**config.mk**
```make
export PLATFORM = sky130hd
export DESIGN_NAME = button_count_fifo
export DESIGN_NICKNAME = d
export VERILOG_FILES = /design/src/rtl/button_count_fifo.sv
export SDC_FILE = /design/constraint.sdc
export NUM_CORES = 1
export LEC_CHECK = 0
export CORE_MARGIN = 3
export CORE_UTILIZATION = 30
export DETAILED_ROUTE_END_ITERATION = 10
export PLACE_DENSITY = 0.54
export SLEW_MARGIN = 20
export SYNTH_ARGS = -nofsm -noshare
export SYNTH_HDL_FRONTEND = slang
export SYNTH_SLANG_ARGS = --single-unit
```
**constraint.sdc**
```tcl
create_clock -name clk -period 6.08 [get_ports clk]
set_input_delay 1.52 -clock clk [delete_from_list [all_inputs] [get_ports clk]]
set_output_delay 1.52 -clock clk [all_outputs]
set_load 0.005 [all_outputs]
```
**src/rtl/button_count_fifo.sv**
```systemverilog
// Button press counter feeding a DEPTH-entry shift FIFO. Each press increments
// the count. While logging is enabled, the new count is also pushed into the FIFO.
module button_count_fifo #(
  parameter int CNT_W = 8,
  parameter int DEPTH = 4
) (
  input  logic                   clk,
  input  logic                   rst,
  input  logic                   btn,
  input  logic                   wr_en,
  input  logic                   rd_en,
  output logic [CNT_W-1:0]       count,
  output logic [DEPTH*CNT_W-1:0] concatenated_out,
  output logic                   empty,
  output logic                   full
);

  localparam int LVL_W = $clog2(DEPTH + 1);
  localparam logic [LVL_W-1:0] LVL_FULL = LVL_W'(DEPTH);

  // Two-stage registered button: btn_r is the sampled level, btn_rr its past.
  logic             btn_r_q,  btn_r_d;
  logic             btn_rr_q, btn_rr_d;
  logic [CNT_W-1:0] count_q,  count_d;
  logic [LVL_W-1:0] lvl_q,    lvl_d;
  logic [CNT_W-1:0] slot_q [DEPTH];
  logic [CNT_W-1:0] slot_d [DEPTH];

  logic             press;
  logic             push;
  logic             pop;
  logic [CNT_W-1:0] count_inc;
  logic [LVL_W-1:0] wr_idx;

  assign empty = (lvl_q == '0);
  assign full  = (lvl_q == LVL_FULL);

  always_comb begin
    btn_r_d   = btn;
    btn_rr_d  = btn_r_q;
    press     = btn_r_q & ~btn_rr_q;
    count_inc = count_q + CNT_W'(1);
    count_d   = press ? count_inc : count_q;
    push      = press & wr_en;
    pop       = rd_en & ~empty;
  end

  // A pop shifts everything down first, so a simultaneous push lands one
  // slot lower than it would alone; this is what lets a full FIFO accept it.
  always_comb begin
    for (int i = 0; i < DEPTH; i++) begin
      slot_d[i] = slot_q[i];
    end
    lvl_d  = lvl_q;
    wr_idx = pop ? (lvl_q - LVL_W'(1)) : lvl_q;

    if (pop) begin
      for (int i = 0; i < DEPTH - 1; i++) begin
        slot_d[i] = slot_q[i + 1];
      end
      slot_d[DEPTH-1] = '0;
    end

    if (push && (pop || !full)) begin
      for (int i = 0; i < DEPTH; i++) begin
        if (LVL_W'(i) == wr_idx) begin
          slot_d[i] = count_inc;
        end
      end
      if (!pop) begin
        lvl_d = lvl_q + LVL_W'(1);
      end
    end else if (pop) begin
      lvl_d = lvl_q - LVL_W'(1);
    end
  end

  always_ff @(posedge clk or posedge rst) begin
    if (rst) begin
      btn_r_q  <= 1'b0;
      btn_rr_q <= 1'b0;
      count_q  <= '0;
      lvl_q    <= '0;
      for (int i = 0; i < DEPTH; i++) begin
        slot_q[i] <= '0;
      end
    end else begin
      btn_r_q  <= btn_r_d;
      btn_rr_q <= btn_rr_d;
      count_q  <= count_d;
      lvl_q    <= lvl_d;
      for (int i = 0; i < DEPTH; i++) begin
        slot_q[i] <= slot_d[i];
      end
    end
  end

  always_comb begin
    concatenated_out = '0;
    for (int i = 0; i < DEPTH; i++) begin
      concatenated_out[i*CNT_W +: CNT_W] = slot_q[i];
    end
  end

  assign count = count_q;

endmodule

```
# --- Word level (Yosys, flattened, before mapping) ---
# Cells that the tools add are included.
classes:
  n_addsub: 3
  n_eq_ne: 5
  muxes: 9
  bitwise_logic: 5
  n_reduce_logical: 5
ops:
  columns: ["cell", "count"]
  rows:
  - ["32-bit two-way mux", 2]
  - ["8-bit two-way mux", 4]
  - ["3-bit two-way mux", 3]
  - ["8-bit by 1-bit adder with 8-bit output, second input constant", 1]
  - ["2-bit by 3-bit == test with 1-bit output, first input constant", 2]
  - ["3-bit zero test", 2]
  - ["3-bit by 1-bit adder with 3-bit output, second input constant", 1]
  - ["1-bit AND", 3]
  - ["1-bit by 3-bit == test with 1-bit output, first input constant", 1]
  - ["3-bit == test, second input constant", 1]
  - ["3-bit by 1-bit subtractor with 3-bit output, second input constant", 1]
  - ["2-bit inequality test, second input constant", 1]
  - ["1-bit inverter", 2]
  - ["1-bit logical AND", 1]
  - ["1-bit zero test", 1]
  - ["1-bit logical OR", 1]
totals:
  regBits: 45
  input_bits: 5
  output_inout_bits: 42
  word_cells: 35

# --- Longest topological paths before layout ---
# Gate-level depths: netlist of the first run.
depth:
  word_depth: 7
  mapped_depth: 9
  mapped_depth_nobuf: 7

# --- Least setup slack after synthesis of the first run ---
# OpenSTA, ideal clock, no wires.
synth_timing:
  path_type: "reg-to-output"
  from: "register lvl_q[0]"
  to: "output empty"
  arrival_ns: 1.306
  required_ns: 4.560
  path_slack_ns: 3.254
  stages_incl_launch_ff: 6
  path_buffers: 1
  cell_sequence: "dfrtp_1 inv_1 ha_1 nand2b_1 buf_6 inv_6"
synth_via:
  elab_chain_len: 1
synth_lines:
  columns: ["element", "line", "source"]
  rows:
  - ["start: declaration", "25", "logic [LVL_W-1:0] lvl_q, lvl_d;"]
  - ["start signal: assignment", "91", "lvl_q <= lvl_d;"]
  - ["3-bit zero test", "35", "assign empty = (lvl_q == '0);"]
  - ["end: declaration", "14", "output logic empty,"]
# Every way passes these cells.

# --- Final worst setup path of the first run ---
# Same ends and word-level chain as after synthesis.

==> metrics, run 1 <==
GR Layer Usage met3=0.0240; IO Port Bufs=46; Post-layout nets=251; post-CTS setup buffer count=0; DR vias/cell=4.65; area of the multi-input gates=0.00123 mm2; Synth Warn #=0; TritonCTS Buffers=5; Area contributors post-synth=dfrtp_1 46%, mux2i_1 23%, xnor2_1 3.2%; number of global-route vias before repair=1614; gpl congestion=0.776; max_slew headroom=0.536; Detail Placement HPWL=3.69 mm; FF-to-FF End=concatenated_out[12]; storage element area=0.00113 mm2; CTS tree=done; final hold violations=0; worst hold path class=reg2reg; RR Startpoint=lvl_q[0]; filler cell count=790; Critical Path Sink Type=output pin; crit path DAT=2.51 ns; CTS max path bufs=2; R2R cell count=6; CTS H-tree lvls=2; final cell count without fillers=345; RSZ-0062 raised after global routing=false; achievable frequency=248 MHz; I/O pin cnt=47; Mean Syn Cell Area=12.5 um2; hold depth=0; DRC Markers=0; CTS-repair resized insts=0; min-delay src=btn_r_q; Vias=1605; gr usage total=0.118; clock sink count=45; leakage dissipation=1.50 nW; total core area=0.00785 mm2; Worst Skew=0.00500 ns; CTS clk-pin slew, worst paths=0.08 ns; grt peak-use layer=met1; Yosys cell types=38; Min Hold Slack=0.423 ns; # diodes=0; post-route clock period utilization=0.662; worst-path cell chain=inv_1, ha_1, nand2b_1, inv_6, clkdlybuf4s50_1; final critical-path required period=4.03 ns; final wirelength=5.28 mm; Max Fanout on Critical Path=8; slowest stage cell, crit path=clkdlybuf4s50_1; grt ovf=0; wire per inst=15.3 um; share of the synthesized area in the top cell type=0.458; sink of the worst hold path=btn_rr_q; Worst setup SP type=flop; Slew @ Worst Pin=0.694 ns; largest area contributor in the netlist=dfrtp_1; flop-to-flop setup slack=3.57 ns; most frequent cell after synthesis=mux2i_1; Root Driver=clkbuf_8; largest net degree at the start of global routing=46; FFs w/ async S/R, synth=1.00; Post-synth top cells=56 x mux2i_1, 45 x dfrtp_1, 17 x nand2_1; first-pass GRT wire length=8.42 mm; post-synth net total=205; die area=0.00931 mm2; Util after Layout=0.394; Post-synth EDFFs=0; die height=96.5 um; Clk Latency, worst-skew pair=0.29 ns; # setup viols final=0; initial antenna violation count=0; hold buffers post-CTS=0; Cell Count Post-Placement=337; power per cell area=374 mW/mm2; Iteration-0 DRC Markers=62; antenna viol nets, final=0; setup TNS=0 ns; Area Overhead vs Synth=25.8%; max cap viols=0; outcome=completed; met1 GRT Util=0.177; Yosys reg bits=45; Chip Width=96.5 um; CP Class=reg2out; register area share after synthesis=0.458; Mapped Area=0.00246 mm2; Worst EP required=4.56 ns; drt pass-1 iters=4; ys flop type=dfrtp_1; fin. max-slew vios=0; met2 Use GR=0.172; Rows=32; Starting Density=0.313; Peak supply drop=0.000167 V; max incr delay on CP=0.52 ns; share of cells above drive strength 1=0.115; cells after synthesis=196
[where the power goes]
group / switching (W) / internal (W) / leakage [nW]
logic: 0.000248 / 0.000253 / 0.847
clock network: 0.0000995 / 0.000103 / 0.0542
registers: 0.0000867 / 0.000368 / 0.604
[placed cells by master (no fill, tap or decap), types with 2 or more instances in the layout]
master,instances
a211oi_2,4
and3_1,2
clkbuf_8,7
clkdlybuf4s50_1,46
dfrtp_1,45
ha_1,4
inv_1,6
mux2i_1,56
nand2_1,17
nand2b_1,2
nand3_1,4
nand4_1,3
nor2_1,3
nor4_4,2
o21ai_4,4
xnor2_1,9
xor2_1,7
[metrics by stage]
step	setup WS, ns	instance area [um2]	total power [W]
after floorplan	3.25	2460	0.000776
after global placement	2.33	2990	0.000964
after detailed placement	2.32	2990	0.000968
after CTS	2.02	3090	0.00118
after global routing	1.88	3090	0.00124
final	2.05	3090	0.00116
[kinds of logic (layout without fill, tap and decap cells)]
logic type                 count (synthesis)  in the layout  synth area share
buffers and inverters                     16             63            0.0397
xor gates and xnor gates                  16             16            0.0570
muxes                                     57             57             0.233
DFF                                       45             45             0.458
AOI/OAI and AO/OA                         16             16            0.0774
and+or+nand+nor                           42             42             0.115
adders and majority gates                  4              4            0.0204
[sequential cells by signal, summed over array words and instances, names as in the netlist]
register and count:
count 8, btn_r_q 1, lvl_q 3, concatenated_out 32
btn_rr_q 1
[routing by layer]
metal	wire, um	up-vias
li1	-	789
met1	2660	785
met2	2390	27
met3	169	4
met4	59	0
met5	0	-
[layout make-up]
type                    instances  area share
multi-input cells             135       0.399
flip-flops and latches         45       0.364
repair buffers                 47       0.151
well taps                     102      0.0413
clock buffers                   7      0.0312
inverters                       8      0.0113
clock inverters                 1     0.00162
[critical path, delay by kind of cell, from the launching register on]
family                     cells  cell delay (ns)
and+or+nand+nor                1             0.35
adders and majority gates      1             0.34
DFF                            1             0.48
buffers and inverters          3             1.03
[how the worst max path moves through the flow]
stage	cells past startpoint	startpoint	end	slack [ns]
floorplan	5	lvl_q[0]	empty	3.25
global placement	5	rd_en	concatenated_out[3]	2.33
detailed placement	5	rd_en	concatenated_out[11]	2.32
CTS	5	lvl_q[0]	empty	2.02
global route	5	lvl_q[0]	empty	1.88
finish	5	lvl_q[0]	empty	2.05
(Power assumes the default switching activity.)
==> run 2, diff against run 1 <==
- clock period: 6.08 -> 4.05 ns (I/O delays scaled with it)
==> run 2 against run 1 <==
Sequential share of layout area did not move. Global-route usage rose by 0.12 points. Largest power group unchanged. Non-clock buffer count rose by 1. First-iteration DRC count fell by 39%. Die area did not move. Clock skew rose by 0.0038 ns. Critical path depth did not move. Critical endpoint unchanged. Worst hold slack got worse by 0.00080 ns. Critical path type unchanged. Highest routed layer unchanged.
==> metrics, run 2 (synthesis gave the netlist of run 1 again) <==
max incr delay on CP=0.52 ns (about the same); worst-path cell chain=inv_1, ha_1, nand2b_1, inv_6, clkdlybuf4s50_1 (unchanged); Worst setup SP type=flop (unchanged); CTS H-tree lvls=2 (unchanged); commonest non-fill, non-tap cell in the layout=mux2i_1 (unchanged); DR vias/cell=4.72 (was 4.65); final hold violations=0 (unchanged); fin. max-slew vios=0 (unchanged); achievable frequency=285 MHz; sink of the worst hold path=btn_rr_q (unchanged); Starting Density=0.313 (unchanged); Buf+Inv Stages, Crit Path=3 (unchanged); Slew @ Worst Pin=0.876 ns (was 0.694 ns); worst hold path class=reg2reg (unchanged); FF-to-FF End=concatenated_out[10] (was concatenated_out[12]); leakage dissipation=1.50 nW (about the same); hold buffers post-CTS=0 (unchanged); setup TNS=0 ns (unchanged); fin area=0.00309 mm2 (unchanged); outcome=completed (unchanged); total core area=0.00785 mm2 (unchanged); Post-DP Area=0.00300 mm2 (was 0.00299 mm2); DRC Markers=0 (unchanged); CTS-repair resized insts=0 (unchanged); Peak supply drop=0.000333 V (was 0.000167 V); final setup margin=0.547 ns (was 2.05 ns); Area Overhead vs Synth=25.8% (unchanged); Max Fanout on Critical Path=8 (unchanged); IO Port Bufs=46 (unchanged); min-delay src=btn_r_q (unchanged); clock sink count=45 (unchanged); pre-CTS setup slack=0.863 ns (was 2.32 ns); CTS max path bufs=2 (unchanged); Worst EP required=3.04 ns (was 4.56 ns); max_slew headroom=0.412 (was 0.536); Clk Latency, worst-skew pair=0.30 ns (was 0.29 ns); flop-to-flop setup slack=1.54 ns (was 3.57 ns); power per cell area=559 mW/mm2 (was 374 mW/mm2); slowest stage cell, crit path=clkdlybuf4s50_1 (unchanged); Post-layout nets=252 (was 251); die height=96.5 um (unchanged); RR Startpoint=lvl_q[0] (unchanged); crit path DAT=2.49 ns (was 2.51 ns); Worst Skew=0.00881 ns (was 0.00500 ns); Largest register FFs=32 (unchanged); Critical Path Sink Type=output pin (unchanged); gr usage total=0.120 (was 0.118); max cap viols=0 (unchanged); number of global-route vias before repair=1638 (was 1614); # diodes=0 (unchanged); CTS tree=done (unchanged); final critical-path required period=3.50 ns; largest net degree at the start of global routing=25 (was 46); CP Class=reg2out (unchanged); RSZ-0062 raised after global routing=false (unchanged); # setup viols final=0 (unchanged); die area=0.00931 mm2 (unchanged); R2R cell count=6 (unchanged); Cell Count Post-Placement=338 (was 337); wire per inst=15.6 um (was 15.3 um); grt ovf=0 (unchanged); Util after Layout=0.394 (unchanged); I/O pin cnt=47 (unchanged); TritonCTS Buffers=5 (unchanged); antenna viol nets, final=0 (unchanged); CTS clk-pin slew, worst paths=0.09 ns (was 0.08 ns); first-pass GRT wire length=8.40 mm (was 8.42 mm); Detail Placement HPWL=3.86 mm (was 3.69 mm); hold depth=0 (unchanged); initial antenna violation count=0 (unchanged); post-CTS setup buffer count=0 (unchanged); Root Driver=clkbuf_8 (unchanged); post-route clock period utilization=0.865; Rows=32 (unchanged); final cell count without fillers=346 (was 345); commonest cells after routing, fill and taps aside=56 x mux2i_1, 46 x clkdlybuf4s50_1, 45 x dfrtp_1 (unchanged); critical path's top delay family=buffers and inverters (unchanged); share of cells above drive strength 1=0.119 (was 0.115); drt pass-1 iters=4 (unchanged); gpl congestion=0.800 (was 0.776); Vias=1634 (was 1605); Chip Width=96.5 um (unchanged); Iteration-0 DRC Markers=38 (was 62); final wirelength=5.41 mm (was 5.28 mm)
==> run 2: changes by cell type in the layout (fill, tap and decap cells not counted) <==
cell | before | now
buf_4 | 1 | 2
clkbuf_8 | 7 | 5
clkinv_2 | 1 | 0
clkinvlp_4 | 0 | 1
inv_6 | 1 | 3
==> run 2: per-layer routing <==
| layer | vias to the layer above | global-route usage | share of wire |
|---|---|---|---|
| met5 | - | 0 | 0 |
| li1 | 787 | - | - |
| met4 | 0 | 0.0280 | 0.0098 |
| met2 | 35 | 0.194 | 0.47 |
| met1 | 807 | 0.166 | 0.49 |
| met3 | 5 | 0.0232 | 0.031 |
==> run 2: layout make-up <==
cell class / instances / area [um2]
Fill cell: 783 / 4760
Multi-Input combinational cell: 135 / 1230
Sequential cell: 45 / 1130
Timing Repair Buffer: 48 / 475
Tap cell: 102 / 128
Clock buffer: 5 / 68.8
Inverter: 8 / 35.0
Clock inverter: 3 / 25.0
==> run 2: where the power goes <==
| part | switching [W] | internal, W | leakage, nW |
|---|---|---|---|
| clock network | 0.000168 | 0.000126 | 0.0452 |
| logic | 0.000374 | 0.000379 | 0.851 |
| registers | 0.000130 | 0.000552 | 0.604 |
| total | 0.000671 | 0.00106 | 1.50 |
==> run 2: how the worst max path moves through the flow <==
stage               startpoint  depth (start not counted)  slack (ns)  endpoint
floorplan             lvl_q[0]                          5        1.73     empty
global placement      lvl_q[0]                          5        0.92     empty
detailed placement    lvl_q[0]                          5        0.86     empty
CTS                   lvl_q[0]                          5        0.54     empty
global route          lvl_q[0]                          5        0.43     empty
finish                lvl_q[0]                          5        0.55     empty
==> run 2: worst reg2reg max path, cell delays in order, from the launching register on <==
cell and delay (ns):
dfrtp_1 0.48, inv_1 0.30, ha_1 0.33, nand2b_1 0.34
and4_4 0.34, o21ai_4 0.40, mux2i_1 0.25
==> run 2: through the flow <==
stage	hold slack, ns	total power [W]
after floorplan	0.387	0.00116
after global placement	0.406	0.00145
after detailed placement	0.409	0.00145
after CTS	0.427	0.00176
after global routing	0.442	0.00185
final	0.422	0.00173
